<file path="src/rtl/multi_phase_traffic_controller_pkg.sv">
// Shared types, lamp codes and phase-selection helper for the traffic controller.
package traffic_pkg;

  typedef enum logic [1:0] {
    ALL_RED = 2'd0,
    PED     = 2'd1,
    GREEN   = 2'd2,
    YELLOW  = 2'd3
  } state_t;

  localparam logic [2:0] LIGHT_RED    = 3'b001;
  localparam logic [2:0] LIGHT_YELLOW = 3'b010;
  localparam logic [2:0] LIGHT_GREEN  = 3'b100;

  // Round-robin search starting after p; a search of n includes p itself.
  // With no demand at all, the phase after p is served.
  function automatic logic [2:0] next_phase(input logic [7:0] car,
                                            input logic [2:0] p,
                                            input int unsigned n);
    logic [2:0]  sel;
    logic        found;
    int unsigned idx;
    sel   = 3'((32'(p) + 1) % n);
    found = 1'b0;
    for (int unsigned k = 1; k <= 8; k++) begin
      if (k <= n && !found) begin
        idx = (32'(p) + k) % n;
        if (car[idx[2:0]]) begin
          sel   = idx[2:0];
          found = 1'b1;
        end
      end
    end
    return sel;
  endfunction

endpackage

</file>
<file path="src/rtl/multi_phase_traffic_controller_timer.sv">
// Tick-driven interval down-counter; never wraps below zero.
module phase_timer #(
  parameter int unsigned TIMER_W = 8
) (
  input  logic               clk,
  input  logic               rst,
  input  logic               load,
  input  logic [TIMER_W-1:0] load_val,
  input  logic               tick,
  output logic [TIMER_W-1:0] count,
  output logic               done
);

  logic [TIMER_W-1:0] count_q;
  logic [TIMER_W-1:0] count_d;

  // Load takes priority; otherwise decrement on tick while nonzero.
  always_comb begin
    count_d = count_q;
    if (load) begin
      count_d = load_val;
    end else if (tick && count_q != '0) begin
      count_d = count_q - 1'b1;
    end
  end

  // Counter register.
  always_ff @(posedge clk) begin
    if (rst) begin
      count_q <= '0;
    end else begin
      count_q <= count_d;
    end
  end

  assign count = count_q;
  assign done  = (count_q == '0) && tick;

endmodule

</file>
<file path="src/rtl/multi_phase_traffic_controller.sv">
// N-phase intersection controller with round-robin demand selection and
// a latched all-way pedestrian interval.
module multi_phase_traffic_controller
  import traffic_pkg::*;
#(
  parameter  int unsigned N_PHASES     = 2,
  parameter  int unsigned TIMER_W      = 8,
  parameter  int unsigned GREEN_TICKS  = 10,
  parameter  int unsigned YELLOW_TICKS = 5,
  parameter  int unsigned PED_TICKS    = 15,
  localparam int unsigned PHASE_W      = (N_PHASES <= 2) ? 1 : $clog2(N_PHASES)
) (
  input  logic                  clk,
  input  logic                  rst,
  input  logic                  tick,
  input  logic [N_PHASES-1:0]   car,
  input  logic                  ped,
  output logic [3*N_PHASES-1:0] light,
  output logic [N_PHASES-1:0]   light_ped,
  output logic [PHASE_W-1:0]    phase,
  output logic                  ped_pending
);

  localparam logic [TIMER_W-1:0] GREEN_LOAD  = TIMER_W'(GREEN_TICKS - 1);
  localparam logic [TIMER_W-1:0] YELLOW_LOAD = TIMER_W'(YELLOW_TICKS - 1);
  localparam logic [TIMER_W-1:0] PED_LOAD    = TIMER_W'(PED_TICKS - 1);

  state_t             state_q, state_d;
  logic [PHASE_W-1:0] phase_q, phase_d;
  logic               ped_pending_q, ped_pending_d;
  logic               load;
  logic [TIMER_W-1:0] load_val;
  logic               done;
  logic [TIMER_W-1:0] timer_count_unused;
  logic [PHASE_W-1:0] sel_phase;

  phase_timer #(
    .TIMER_W(TIMER_W)
  ) u_timer (
    .clk     (clk),
    .rst     (rst),
    .load    (load),
    .load_val(load_val),
    .tick    (tick),
    .count   (timer_count_unused),
    .done    (done)
  );

  assign sel_phase = PHASE_W'(next_phase(8'(car), 3'(phase_q), N_PHASES));

  // Next state, phase selection on GREEN entry, and timer reload.
  always_comb begin
    state_d  = state_q;
    phase_d  = phase_q;
    load     = 1'b0;
    load_val = '0;
    case (state_q)
      ALL_RED: begin
        state_d  = PED;
        load     = 1'b1;
        load_val = PED_LOAD;
      end
      PED: begin
        if (done) begin
          state_d  = GREEN;
          phase_d  = sel_phase;
          load     = 1'b1;
          load_val = GREEN_LOAD;
        end
      end
      GREEN: begin
        if (done) begin
          state_d  = YELLOW;
          load     = 1'b1;
          load_val = YELLOW_LOAD;
        end
      end
      YELLOW: begin
        if (done) begin
          load = 1'b1;
          if (ped_pending_q || ped) begin
            state_d  = PED;
            load_val = PED_LOAD;
          end else begin
            state_d  = GREEN;
            phase_d  = sel_phase;
            load_val = GREEN_LOAD;
          end
        end
      end
      default: state_d = ALL_RED;
    endcase
  end

  // Pedestrian latch: cleared on PED entry, requests during PED ignored.
  always_comb begin
    ped_pending_d = ped_pending_q;
    if (state_d == PED && state_q != PED) begin
      ped_pending_d = 1'b0;
    end else if (ped && state_q != PED) begin
      ped_pending_d = 1'b1;
    end
  end

  // State registers.
  always_ff @(posedge clk) begin
    if (rst) begin
      state_q       <= ALL_RED;
      phase_q       <= PHASE_W'(N_PHASES - 1);
      ped_pending_q <= 1'b0;
    end else begin
      state_q       <= state_d;
      phase_q       <= phase_d;
      ped_pending_q <= ped_pending_d;
    end
  end

  // Moore lamp decode.
  always_comb begin
    light     = '0;
    light_ped = '0;
    for (int unsigned i = 0; i < N_PHASES; i++) begin
      light[3*i +: 3] = LIGHT_RED;
      if (state_q == PED) begin
        light_ped[i] = 1'b1;
      end else if (phase_q == PHASE_W'(i)) begin
        if (state_q == GREEN) begin
          light[3*i +: 3] = LIGHT_GREEN;
          light_ped[i]    = 1'b1;
        end else if (state_q == YELLOW) begin
          light[3*i +: 3] = LIGHT_YELLOW;
          light_ped[i]    = 1'b1;
        end
      end
    end
  end

  assign phase       = phase_q;
  assign ped_pending = ped_pending_q;

endmodule

</file>
<file path="config.mk">
export PLATFORM = sky130hd
export DESIGN_NAME = multi_phase_traffic_controller
export DESIGN_NICKNAME = d
export VERILOG_FILES = /design/src/rtl/multi_phase_traffic_controller_pkg.sv /design/src/rtl/multi_phase_traffic_controller_timer.sv /design/src/rtl/multi_phase_traffic_controller.sv
export SDC_FILE = /design/constraint.sdc
export NUM_CORES = 1
export LEC_CHECK = 0
export CORE_MARGIN = 2
export CORE_UTILIZATION = 42
export DETAILED_ROUTE_END_ITERATION = 8
export PLACE_DENSITY = 0.72
export SYNTH_ARGS = -nofsm -noshare
export SYNTH_HDL_FRONTEND = slang
export SYNTH_SLANG_ARGS = --single-unit
</file>
<file path="constraint.sdc">
create_clock -name clk -period 1.55 [get_ports clk]
set_input_delay 0.465 -clock clk [delete_from_list [all_inputs] [get_ports clk]]
set_output_delay 0.465 -clock clk [all_outputs]
set_load 0.02 [all_outputs]
</file>
==> report_table.html <==
<table>
<tr><th>Metric</th><th>Value</th></tr>
<tr><th colspan="2">Detailed routing</th></tr>
<tr><td>Post-DRT Antenna Nets</td><td>0</td></tr>
<tr><td>Starting DRT DRC Count</td><td>36</td></tr>
<tr><td>Routed vias</td><td>753</td></tr>
<tr><td>Total iterations of the first detailed-routing run</td><td>4</td></tr>
<tr><td>Routed Wire Length</td><td>1.78 mm</td></tr>
<tr><td>Routed via count divided by cell count</td><td>5.58</td></tr>
<tr><td>Drc violations</td><td>0</td></tr>
<tr><td>Average detailed-routed wire length per instance</td><td>13.2 um</td></tr>
<tr><th colspan="2">Cells and area</th></tr>
<tr><td>Final-layout fill cell count</td><td>128</td></tr>
<tr><td>Layout net count</td><td>128</td></tr>
<tr><td>Post-Layout Cell Count</td><td>135</td></tr>
<tr><td>Antenna Diode Count</td><td>0</td></tr>
<tr><td>Total non-filler cell area in the finished layout</td><td>993 um^2</td></tr>
<tr><td>Layout cell share with drive strength beyond 1</td><td>35.3%</td></tr>
<tr><td>Area delta synth-&gt;final</td><td>44.4%</td></tr>
<tr><th colspan="2">STA</th></tr>
<tr><td>Total of endpoints with negative setup slack in the final report</td><td>0</td></tr>
<tr><td>Worst-case clock skew</td><td>0.000549 ns</td></tr>
<tr><td>Min Hold Slack</td><td>0.544 ns</td></tr>
<tr><td>Setup TNS</td><td>0 ns</td></tr>
<tr><td>Final Max Slew Viols</td><td>0</td></tr>
<tr><td>Final-report hold violation count</td><td>0</td></tr>
<tr><td>Highest clock rate</td><td>666 MHz</td></tr>
<tr><td>Max-slew headroom</td><td>73.5%</td></tr>
<tr><td>Worst Max-Slew Pin Slew</td><td>0.396 ns</td></tr>
<tr><td>Setup repair after global routing missed its margin</td><td>true</td></tr>
<tr><td>Fin crit share</td><td>96.9%</td></tr>
<tr><td>Time the worst path needs with I/O delays and setup</td><td>1.50 ns</td></tr>
<tr><th colspan="2">Floorplanning</th></tr>
<tr><td>Row count</td><td>14</td></tr>
<tr><td>Die Footprint</td><td>0.00198 mm^2</td></tr>
<tr><td>Horiz. Die Dim</td><td>44.5 um</td></tr>
<tr><td>DIE HEIGHT</td><td>44.5 um</td></tr>
<tr><td>Number of ports placed on the die boundary</td><td>16</td></tr>
<tr><td>Initial cell density of the core</td><td>45.2%</td></tr>
<tr><td>Core area</td><td>0.00152 mm^2</td></tr>
<tr><th colspan="2">Place</th></tr>
<tr><td>Post-placement cell area</td><td>963 um^2</td></tr>
<tr><td>Final HPWL DP</td><td>1.37 mm</td></tr>
<tr><td>Global placer's final weighted congestion</td><td>0.866</td></tr>
<tr><td>Number of instances in the placed design</td><td>131</td></tr>
<tr><td>Number of buffer cells added on primary ports</td><td>15</td></tr>
<tr><th colspan="2">Setup path</th></tr>
<tr><td>WS Path Type</td><td>in -&gt; reg</td></tr>
<tr><td>Worst Path Required</td><td>1.74 ns</td></tr>
<tr><td>Worst setup EP type</td><td>register</td></tr>
<tr><td>Nature of the critical path startpoint</td><td>primary input</td></tr>
<tr><td>Crit path arrival time</td><td>1.69 ns</td></tr>
<tr><td>Critical path peak fanout</td><td>6</td></tr>
<tr><th colspan="2">Run</th></tr>
<tr><td># Max-Cap Violations</td><td>0</td></tr>
<tr><th colspan="2">Synth</th></tr>
<tr><td>Dominant synthesized flop cell</td><td>sky130_fd_sc_hd__dfxtp_1</td></tr>
<tr><td>Leading cell types by total area after synthesis</td><td>sky130_fd_sc_hd__dfxtp_1 35%, sky130_fd_sc_hd__nor2_1 8.7%, sky130_fd_sc_hd__xor2_1 6.4%, sky130_fd_sc_hd__nand3_1 4.4%, sky130_fd_sc_hd__nand2_1 3.8%</td></tr>
<tr><td>Syn nets</td><td>95</td></tr>
<tr><td>Number of synthesis warnings</td><td>0</td></tr>
<tr><td>Post-synth ARST share</td><td>0%</td></tr>
<tr><td>Yosys reg bits</td><td>12</td></tr>
<tr><td>Synth top area share</td><td>34.9%</td></tr>
<tr><td>Leading cell type by number of instances after synthesis</td><td>sky130_fd_sc_hd__nor2_1</td></tr>
<tr><td>Commonest cells post-synth</td><td>16 x sky130_fd_sc_hd__nor2_1, 12 x sky130_fd_sc_hd__dfxtp_1, 7 x sky130_fd_sc_hd__nand2_1, 6 x sky130_fd_sc_hd__nand3_1, 5 x sky130_fd_sc_hd__xor2_1</td></tr>
<tr><td>Synth area leader</td><td>sky130_fd_sc_hd__dfxtp_1</td></tr>
<tr><td>Distinct cell type count after synthesis</td><td>27</td></tr>
<tr><td>Mean Syn Cell Area</td><td>7.91 um^2</td></tr>
<tr><td>Synth Instances</td><td>87</td></tr>
<tr><td>Combined area of all synthesized cells</td><td>688 um^2</td></tr>
<tr><td>Portion of the post-synthesis area used by sequential elements</td><td>34.9%</td></tr>
<tr><td>Number of enable flip-flop cells after synthesis</td><td>0</td></tr>
<tr><th colspan="2">Clock network</th></tr>
<tr><td>Total clock buffers created by CTS</td><td>3</td></tr>
<tr><td>Cell at the root of the clock tree</td><td>sky130_fd_sc_hd__clkbuf_4</td></tr>
<tr><td>Insertion delay of the later-clocked pin in the worst-skew pair</td><td>0.28 ns</td></tr>
<tr><td>Buffers inserted during post-CTS setup optimization</td><td>0</td></tr>
<tr><td>Clock-pin transition on the worst setup and hold timing paths</td><td>0.08 ns</td></tr>
<tr><td>Deepest clock path buffer count</td><td>2</td></tr>
<tr><td>Clock H-tree levels</td><td>1</td></tr>
<tr><td>Clock tree from TritonCTS</td><td>built</td></tr>
<tr><td>CTS Sinks</td><td>12</td></tr>
<tr><td>Post-cts hold buffer count</td><td>0</td></tr>
<tr><th colspan="2">GRT</th></tr>
<tr><td>Wire length of the first global-routing pass</td><td>2.81 mm</td></tr>
<tr><td>Via count of the first global-routing pass</td><td>664</td></tr>
<tr><td>Global-route usage over all layers</td><td>19.5%</td></tr>
<tr><td>Maximum number of pins on one net before global-route repair</td><td>10</td></tr>
<tr><td>Initial antenna violation count</td><td>0</td></tr>
<tr><td>Overflow left after global routing</td><td>0</td></tr>
<tr><th colspan="2">Pwr</th></tr>
<tr><td>PD cells</td><td>941 mW/mm^2</td></tr>
<tr><td>Total design power</td><td>935 uW</td></tr>
<tr><td>Peak supply drop</td><td>0.860 mV</td></tr>
<tr><td>Total leakage power</td><td>0.000445 uW</td></tr>
<tr><th colspan="2">Hold path</th></tr>
<tr><td>Worst hold path class</td><td>reg -&gt; reg</td></tr>
<tr><th colspan="2">Run status</th></tr>
<tr><td>Outcome</td><td>complete, no violations</td></tr>
</table>
==> through the flow <==
step	setup WS, ns	utilization, %
floorplan	-0.0530	-
global placement	-0.284	63.2
detailed placement	-0.327	63.2
CTS	0.00100	63.5
global route	-0.0146	65.2
finish	0.0478	65.2
==> cell usage in the layout, fill, tap and decap left out, drive strengths merged <==
| cell | instances |
|---|---|
| buf | 24 |
| nor2 | 16 |
| dfxtp | 12 |
| nand2 | 7 |
| nand3 | 6 |
| clkbuf | 6 |
| xor2 | 5 |
| clkdlybuf4s50 | 5 |
| inv | 4 |
| a21oi | 3 |
| nor3 | 3 |
| or3 | 3 |
| o21ai | 3 |
| a31oi | 2 |
| nand4 | 2 |
| a311oi | 2 |
| ha | 2 |
| nand2b | 2 |
| and3 | 2 |
| nor4 | 1 |
| and2 | 1 |
| o21bai | 1 |
| nor2b | 1 |
| o221a | 1 |
| o2111ai | 1 |
| a41oi | 1 |
| nor4b | 1 |
| a2111oi | 1 |
| dlygate4sd2 | 1 |
==> repair_timing <==
action / CTS / global route
setup endpoints to repair: 11 / 12
resized for setup: 35 / 16
hold endpoints to repair: 0 / 0
==> final cells by class <==
cell class	instances	area (um^2)	share of cell area, %
Timing Repair Buffer	32	239	24.1
Tap cell	16	20.0	2.02
Multi-Input combinational cell	67	437	44.0
Clock buffer	4	36.3	3.65
Sequential cell	12	246	24.8
Inverter	4	15.0	1.51
==> worst max-delay path, stage by stage <==
cell	delay [ns]
sky130_fd_sc_hd__clkdlybuf4s50_1	0.47
sky130_fd_sc_hd__and2_4	0.15
sky130_fd_sc_hd__and3_4	0.21
sky130_fd_sc_hd__nor4b_1	0.07
sky130_fd_sc_hd__a2111oi_2	0.33
==> state kept, by name, summed over array words and instances (netlist names) <==
name           flops
phase              1
state_q            2
ped_pending        1
u_timer.count      8
==> worst paths after layout <==
check	to	slack, ns	cells past startpoint	startpoint
max	u_timer.count[2]$_SDFFE_PP0P_	0.05	5	tick
min	u_timer.count[7]$_SDFFE_PP0P_	0.54	2	u_timer.count[7]$_SDFFE_PP0P_
max reg2reg	u_timer.count[2]$_SDFFE_PP0P_	0.08	6	u_timer.count[0]$_SDFFE_PP0P_
min reg2reg	u_timer.count[7]$_SDFFE_PP0P_	0.54	2	u_timer.count[7]$_SDFFE_PP0P_
==> routing by layer <==
metal  vias up  global-route usage (%)  part of all wire (%)
li1        372                       -                     -
met4         0                    7.27                   3.0
met3         9                    8.16                   5.9
met5         -                       0                     0
met2        26                    29.9                    47
met1       346                    24.3                    44
==> cell families (layout without fill, tap and decap cells) <==
| kind of cell | count (synthesis) | in the layout | share of synthesized area, % |
|---|---|---|---|
| flops | 12 | 12 | 34.9 |
| compound gates | 15 | 15 | 16.2 |
| buf+inv | 8 | 40 | 5.45 |
| xor+xnor | 5 | 5 | 6.36 |
| fa+ha+maj | 2 | 2 | 3.64 |
| simple gates | 45 | 45 | 33.5 |
==> power by group <==
part / total, uW / leakage (uW) / switching, uW / internal, uW
logic: 314 / 0.000325 / 159 / 155
clock network: 259 / 0.0000210 / 116 / 143
registers: 363 / 0.0000996 / 27.4 / 335
Note: power is estimated with default switching activity, not from simulation.
==> edit 1: new RTL, config.mk and constraints unchanged <==
The 4 states of `state_t` get a one-hot encoding in 4 bits.
--- a/src/rtl/multi_phase_traffic_controller_pkg.sv
+++ b/src/rtl/multi_phase_traffic_controller_pkg.sv
@@ -1,11 +1,11 @@
 // Shared types, lamp codes and phase-selection helper for the traffic controller.
 package traffic_pkg;
 
-  typedef enum logic [1:0] {
-    ALL_RED = 2'd0,
-    PED     = 2'd1,
-    GREEN   = 2'd2,
-    YELLOW  = 2'd3
+  typedef enum logic [3:0] {
+    ALL_RED = 4'b0001,
+    PED     = 4'b0010,
+    GREEN   = 4'b0100,
+    YELLOW  = 4'b1000
   } state_t;
 
   localparam logic [2:0] LIGHT_RED    = 3'b001;
Check against the original RTL: no difference found for any inputs over 10 cycles, from zero or initial values and one cycle with rst high; not proved beyond that.
==> edit 1 against the unedited design <==
- the flow now finishes with violations (negative setup slack)
- non-clock buffer count rose by 16
- sequential cell count grew 2
- sequential power up 60%
- synthesized area increased by 29%
- core utilization increased by 11 points
- die area increased by 26%
- worst setup slack got worse by 640 ps
- power up 140%
- cell area up 53%
- routed wire length grew 58%
- first-iteration DRC count is 14% higher
- highest routed layer unchanged
==> edit 1: results (changes against the unedited design) <==
| Metric | Value |
|---|---|
| Netlist cell types | `41 (+52%)` |
| Status | `finished, violations left` |
| Top cells by area, synth | `dfxtp_1 32%, nor4b_2 5.1%, nor2_1 4.2%` |
| R2R depth | `8 (+2)` |
| Detail Placement HPWL | `1.86 mm (+36%)` |
| Met1 usage | `30.1% (+5.8 points)` |
| Pint | `1.30 mW (+110%)` |
| Avg WL per Cell | `16.3 microns (+24%)` |
| P_leak | `0.584 nW (+31%)` |
| R2r endpoint | `u_timer.count[3]` |
| Filler cells | `124 (-3.1%)` |
| Routing usage on met2 | `40.4% (+11 points)` |
| Post-synth top cells | `14 x dfxtp_1, 10 x nor2_1, 8 x nand2_1, 6 x a21oi_1` |
| Gpl congestion | `0.801 (-7.4%)` |
| Vias/cell | `5.58 (about the same)` |
| Critical-path top delay cell | `or4b_4` |
| Inst Count DP | `161 (+23%)` |
| Final setup violation count | `21 (+21)` |
| Post-synthesis net count | `105 (+11%)` |
| CP top delay family | `simple AND/OR/NAND/NOR gates` |
| Peak VDD IR | `0.00114 V (+33%)` |
| CP endpoint | `light_ped[1]` |
| Met2 WL | `1.46 mm (+74%)` |
| Drt total wl | `2.81 mm (+58%)` |
| Largest net degree at the start of global routing | `8 (-2)` |
| Worst-Margin Slew | `515 ps (+119 ps)` |
| Number of global-route vias before repair | `937 (+41%)` |
| R2R Path Start | `state_q[0]` |
| Failing checks | `negative setup slack` |
| Initial DRC count | `41 (+14%)` |
| Setup crit start | `state_q[2]` |
| Smallest setup slack after layout | `-593 ps (-641 ps)` |
| Global-route wire length before repair | `4.34 mm (+55%)` |
| Crit path largest cell delay | `540 ps (+70 ps)` |
| Layout cells sized above 1 | `59.3% (+24 points)` |
==> edit 1: cell types whose count changed in the layout (fill, tap and decap cells not counted), moves of 3 or more <==
cell	before	now
a21oi_2	0	5
buf_2	4	1
buf_4	20	26
buf_6	0	15
nand3_1	6	3
nor2_1	15	7
nor4b_4	0	4
or4b_4	0	3
==> edit 1: layout make-up <==
cell class | count | area share [%]
Multi-Input combinational cell | 76 | 47.9
Timing Repair Buffer | 48 | 27.9
Sequential cell | 14 | 19.5
Tap cell | 27 | 2.23
Clock buffer | 3 | 1.48
Inverter | 4 | 0.989
==> edit 1: through the flow <==
stage / util, % / area, sq um / hold WS [ps]
after floorplan: - / 1010 / 495
after global placement: 67.7 / 1340 / 512
after detailed placement: 67.7 / 1340 / 526
after CTS: 74.6 / 1480 / 550
after global routing: 76.6 / 1520 / 578
final: 76.6 / 1520 / 545
==> edit 1: power groups by stage <==
stage          logic (mW)  clock network, mW  registers [mW]
2_1_floorplan       0.776                  0           0.589
3_3_place_gp         1.17                  0           0.568
3_5_place_dp         1.20                  0           0.579
4_1_cts              1.31              0.211           0.571
5_1_grt              1.55              0.217           0.597
6_report             1.44              0.213           0.582
==> edit 1: cell families after synthesis <==
group	count (synthesis)	share of synthesized area, %
AOI/OAI and AO/OA	22	17.8
buffers and inverters	7	3.96
muxes	1	1.27
DFF	14	31.7
and+or+nand+nor	45	36.5
xor gates and xnor gates	6	5.94
adders and majority gates	2	2.83
==> edit 1: tightest hold or removal path, delay by kind of cell (launching register included) <==
family,cells,cell delay (ps)
xor+xnor,1,80
flops,1,360
simple gates,1,80
==> edit 1: timing repair <==
item,CTS,global route
endpoints found under the setup margin,24,24
gates resized for setup,64,20
setup buffers,9,5
pin swaps,6,11
==> edit 2: new RTL, same settings <==
Made on the original files. `TIMER_W` is set to 8 in 2 places; all go to 9.
--- a/src/rtl/multi_phase_traffic_controller_timer.sv
+++ b/src/rtl/multi_phase_traffic_controller_timer.sv
@@ -1,6 +1,6 @@
 // Tick-driven interval down-counter; never wraps below zero.
 module phase_timer #(
-  parameter int unsigned TIMER_W = 8
+  parameter int unsigned TIMER_W = 9
 ) (
   input  logic               clk,
   input  logic               rst,
--- a/src/rtl/multi_phase_traffic_controller.sv
+++ b/src/rtl/multi_phase_traffic_controller.sv
@@ -4,7 +4,7 @@
   import traffic_pkg::*;
 #(
   parameter  int unsigned N_PHASES     = 2,
-  parameter  int unsigned TIMER_W      = 8,
+  parameter  int unsigned TIMER_W      = 9,
   parameter  int unsigned GREEN_TICKS  = 10,
   parameter  int unsigned YELLOW_TICKS = 5,
   parameter  int unsigned PED_TICKS    = 15,
Function: no difference found for any inputs over 10 cycles, from zero or initial values and one cycle with rst high; that may be too few to reach the edited logic, so the function may still have changed.
==> edit 2 against the unedited design <==
- sequential cell count grew 1
- routed wire length up 3.0%
- non-clock buffer count decreased by 4
- cell area increased by 2.0%
- power shrank 1.8%
- worst setup slack lost 20 ps
- sequential power increased by 9.4%
- synthesized area increased by 7.1%
- critical path depth is 2 lower
- critical path type is now flip-flop to output pin
- highest routed layer unchanged
==> edit 2: results (changes against the unedited design) <==
| Metric | Value |
|---|---|
| Status | `complete, no violations` |
| Global-route wire length before repair | `3.00 mm (+6.9%)` |
| Layout cells sized above 1 | `31.7% (-3.6 points)` |
| Top cells by area, synth | `dfxtp_1 35%, nor2_1 7.6%, xor2_1 7.1%` |
| Global Route Usage Sum | `19.8% (+0.21 points)` |
| Vias/cell | `5.43 (-2.6%)` |
| Number of global-route vias before repair | `695 (+4.7%)` |
| Final #Nets | `129 (+0.78%)` |
| Netlist cell types | `28 (+3.7%)` |
| Worst EP arrival | `1060 ps (-630 ps)` |
| Crit path largest cell delay | `340 ps (-130 ps)` |
| Routing usage on met2 | `30.6% (+0.70 points)` |
| Num CTS Buffers | `3 (unchanged)` |
| N_diodes | `0 (unchanged)` |
| Final Non-Filler Cells | `137 (+1.5%)` |
| Post-synthesis sequential area ratio | `35.3% (+0.41 points)` |
| Met1 usage | `27.3% (+2.9 points)` |
| Initial DRC count | `32 (-11%)` |
| Peak VDD IR | `0.000575 V (-33%)` |
| Layout Skew | `8.30 ps (+7.75 ps)` |
| Async SR Flop Fraction | `0% (unchanged)` |
| Met3 usage | `5.95% (-2.2 points)` |
| Placed Instance Area | `1000 sq um (+4.2%)` |
| Main flop type after synthesis | `dfxtp_1` |
| Post-synthesis net count | `98 (+3.2%)` |
| Inst Count DP | `133 (+1.5%)` |
| Gpl congestion | `0.907 (+4.8%)` |
| Critical path fanouts, max | `4 (-2)` |
| P_leak | `0.445 nW (about the same)` |
| Avg WL per Cell | `13.4 microns (+1.5%)` |
| Post-synth top cells | `15 x nor2_1, 13 x dfxtp_1, 6 x inv_1, 6 x xor2_1, 5 x nand4_1` |
| Clk pin slew, worst setup/hold paths | `80 ps (about the same)` |
| Initial antenna violation count | `0 (unchanged)` |
| Post-Synthesis Cells | `90 (+3.4%)` |
| Root Driver | `clkbuf_4` |
| Largest net degree at the start of global routing | `8 (-2)` |
| Critical-path top delay cell | `dfxtp_2` |
| Detail Placement HPWL | `1.47 mm (+7.7%)` |
| Worst-Margin Slew | `375 ps (-21.1 ps)` |
| YS warnings | `0 (unchanged)` |
| Flip-flop count of the largest register after layout | `9 (+1)` |
edit 2: cell types whose count changed after synthesis, sizes merged, moves of 2 or more:
cell / unedited run / this run
o21ai: 3 / 7
nand4: 2 / 5
a311oi: 2 / 0
inv: 4 / 6
nand2: 7 / 2
mux2i: 0 / 2
a31oi: 2 / 4
edit 2: worst max-delay path: cells and delay by family (launching register included):
family / cells / cell delay [ps]
simple gates: 2 / 290
buf+inv: 1 / 140
flops: 1 / 340
edit 2: area by class of cell:
| type | instances | area (sq um) |
|---|---|---|
| Clock buffer | 4 | 26.3 |
| Fill cell | 165 | 676 |
| Inverter | 6 | 22.5 |
| Multi-Input combinational cell | 69 | 467 |
| Sequential cell | 13 | 267 |
| Tap cell | 17 | 21.3 |
| Timing Repair Buffer | 28 | 210 |
edit 2: repair_timing:
| action | 4_1_cts | 5_1_grt |
|---|---|---|
| resized for setup | 38 | 11 |
| buffers inserted | 0 | 0 |
| pin swaps | 1 | 3 |
| endpoints found under the setup margin | 11 | 18 |
edit 2: path summary, 6_finish.rpt:
path	from	endpoint	slack [ps]	cells past startpoint
setup / recovery	phase	light[1]	30	3
hold / removal	u_timer.count[8]	u_timer.count[8]	570	2
setup reg to reg	u_timer.count[0]	state_q[0]	70	5
hold reg to reg	u_timer.count[8]	u_timer.count[8]	570	2
edit 2: cell families after synthesis:
family | count (synthesis) | share of synthesized area, %
buf+inv | 8 | 4.07
flops | 13 | 35.3
mux | 2 | 2.72
xor+xnor | 6 | 7.13
fa+ha+maj | 2 | 3.40
compound gates | 19 | 16.8
simple gates | 40 | 30.6
edit 2: routing by layer:
layer	part of all wire, %	wire (microns)	vias to the layer above
li1	-	-	382
met1	50	910	344
met2	45	831	15
met3	4.3	78	3
met4	0.76	14	0
met5	0	0	-
edit 2: power breakdown:
part	switching [mW]	total [mW]	leakage, nW	internal, mW
sequential	0.0344	0.397	0.107	0.363
clock	0.113	0.213	0.0150	0.0999
combinational	0.167	0.308	0.323	0.141
total	0.315	0.918	0.445	0.604
edit 2: metrics by stage:
stage / setup slack, ps / TNS (ps) / util, % / hold slack, ps
6_report: 27.9 / 0 / 60.0 / 567
3_3_place_gp: -283 / -3710 / 59.4 / 527
2_1_floorplan: -60.7 / -124 / - / 472
4_1_cts: 12.2 / 0 / 59.1 / 553
3_5_place_dp: -300 / -4040 / 59.4 / 534
5_1_grt: -18.5 / -29.8 / 60.0 / 604
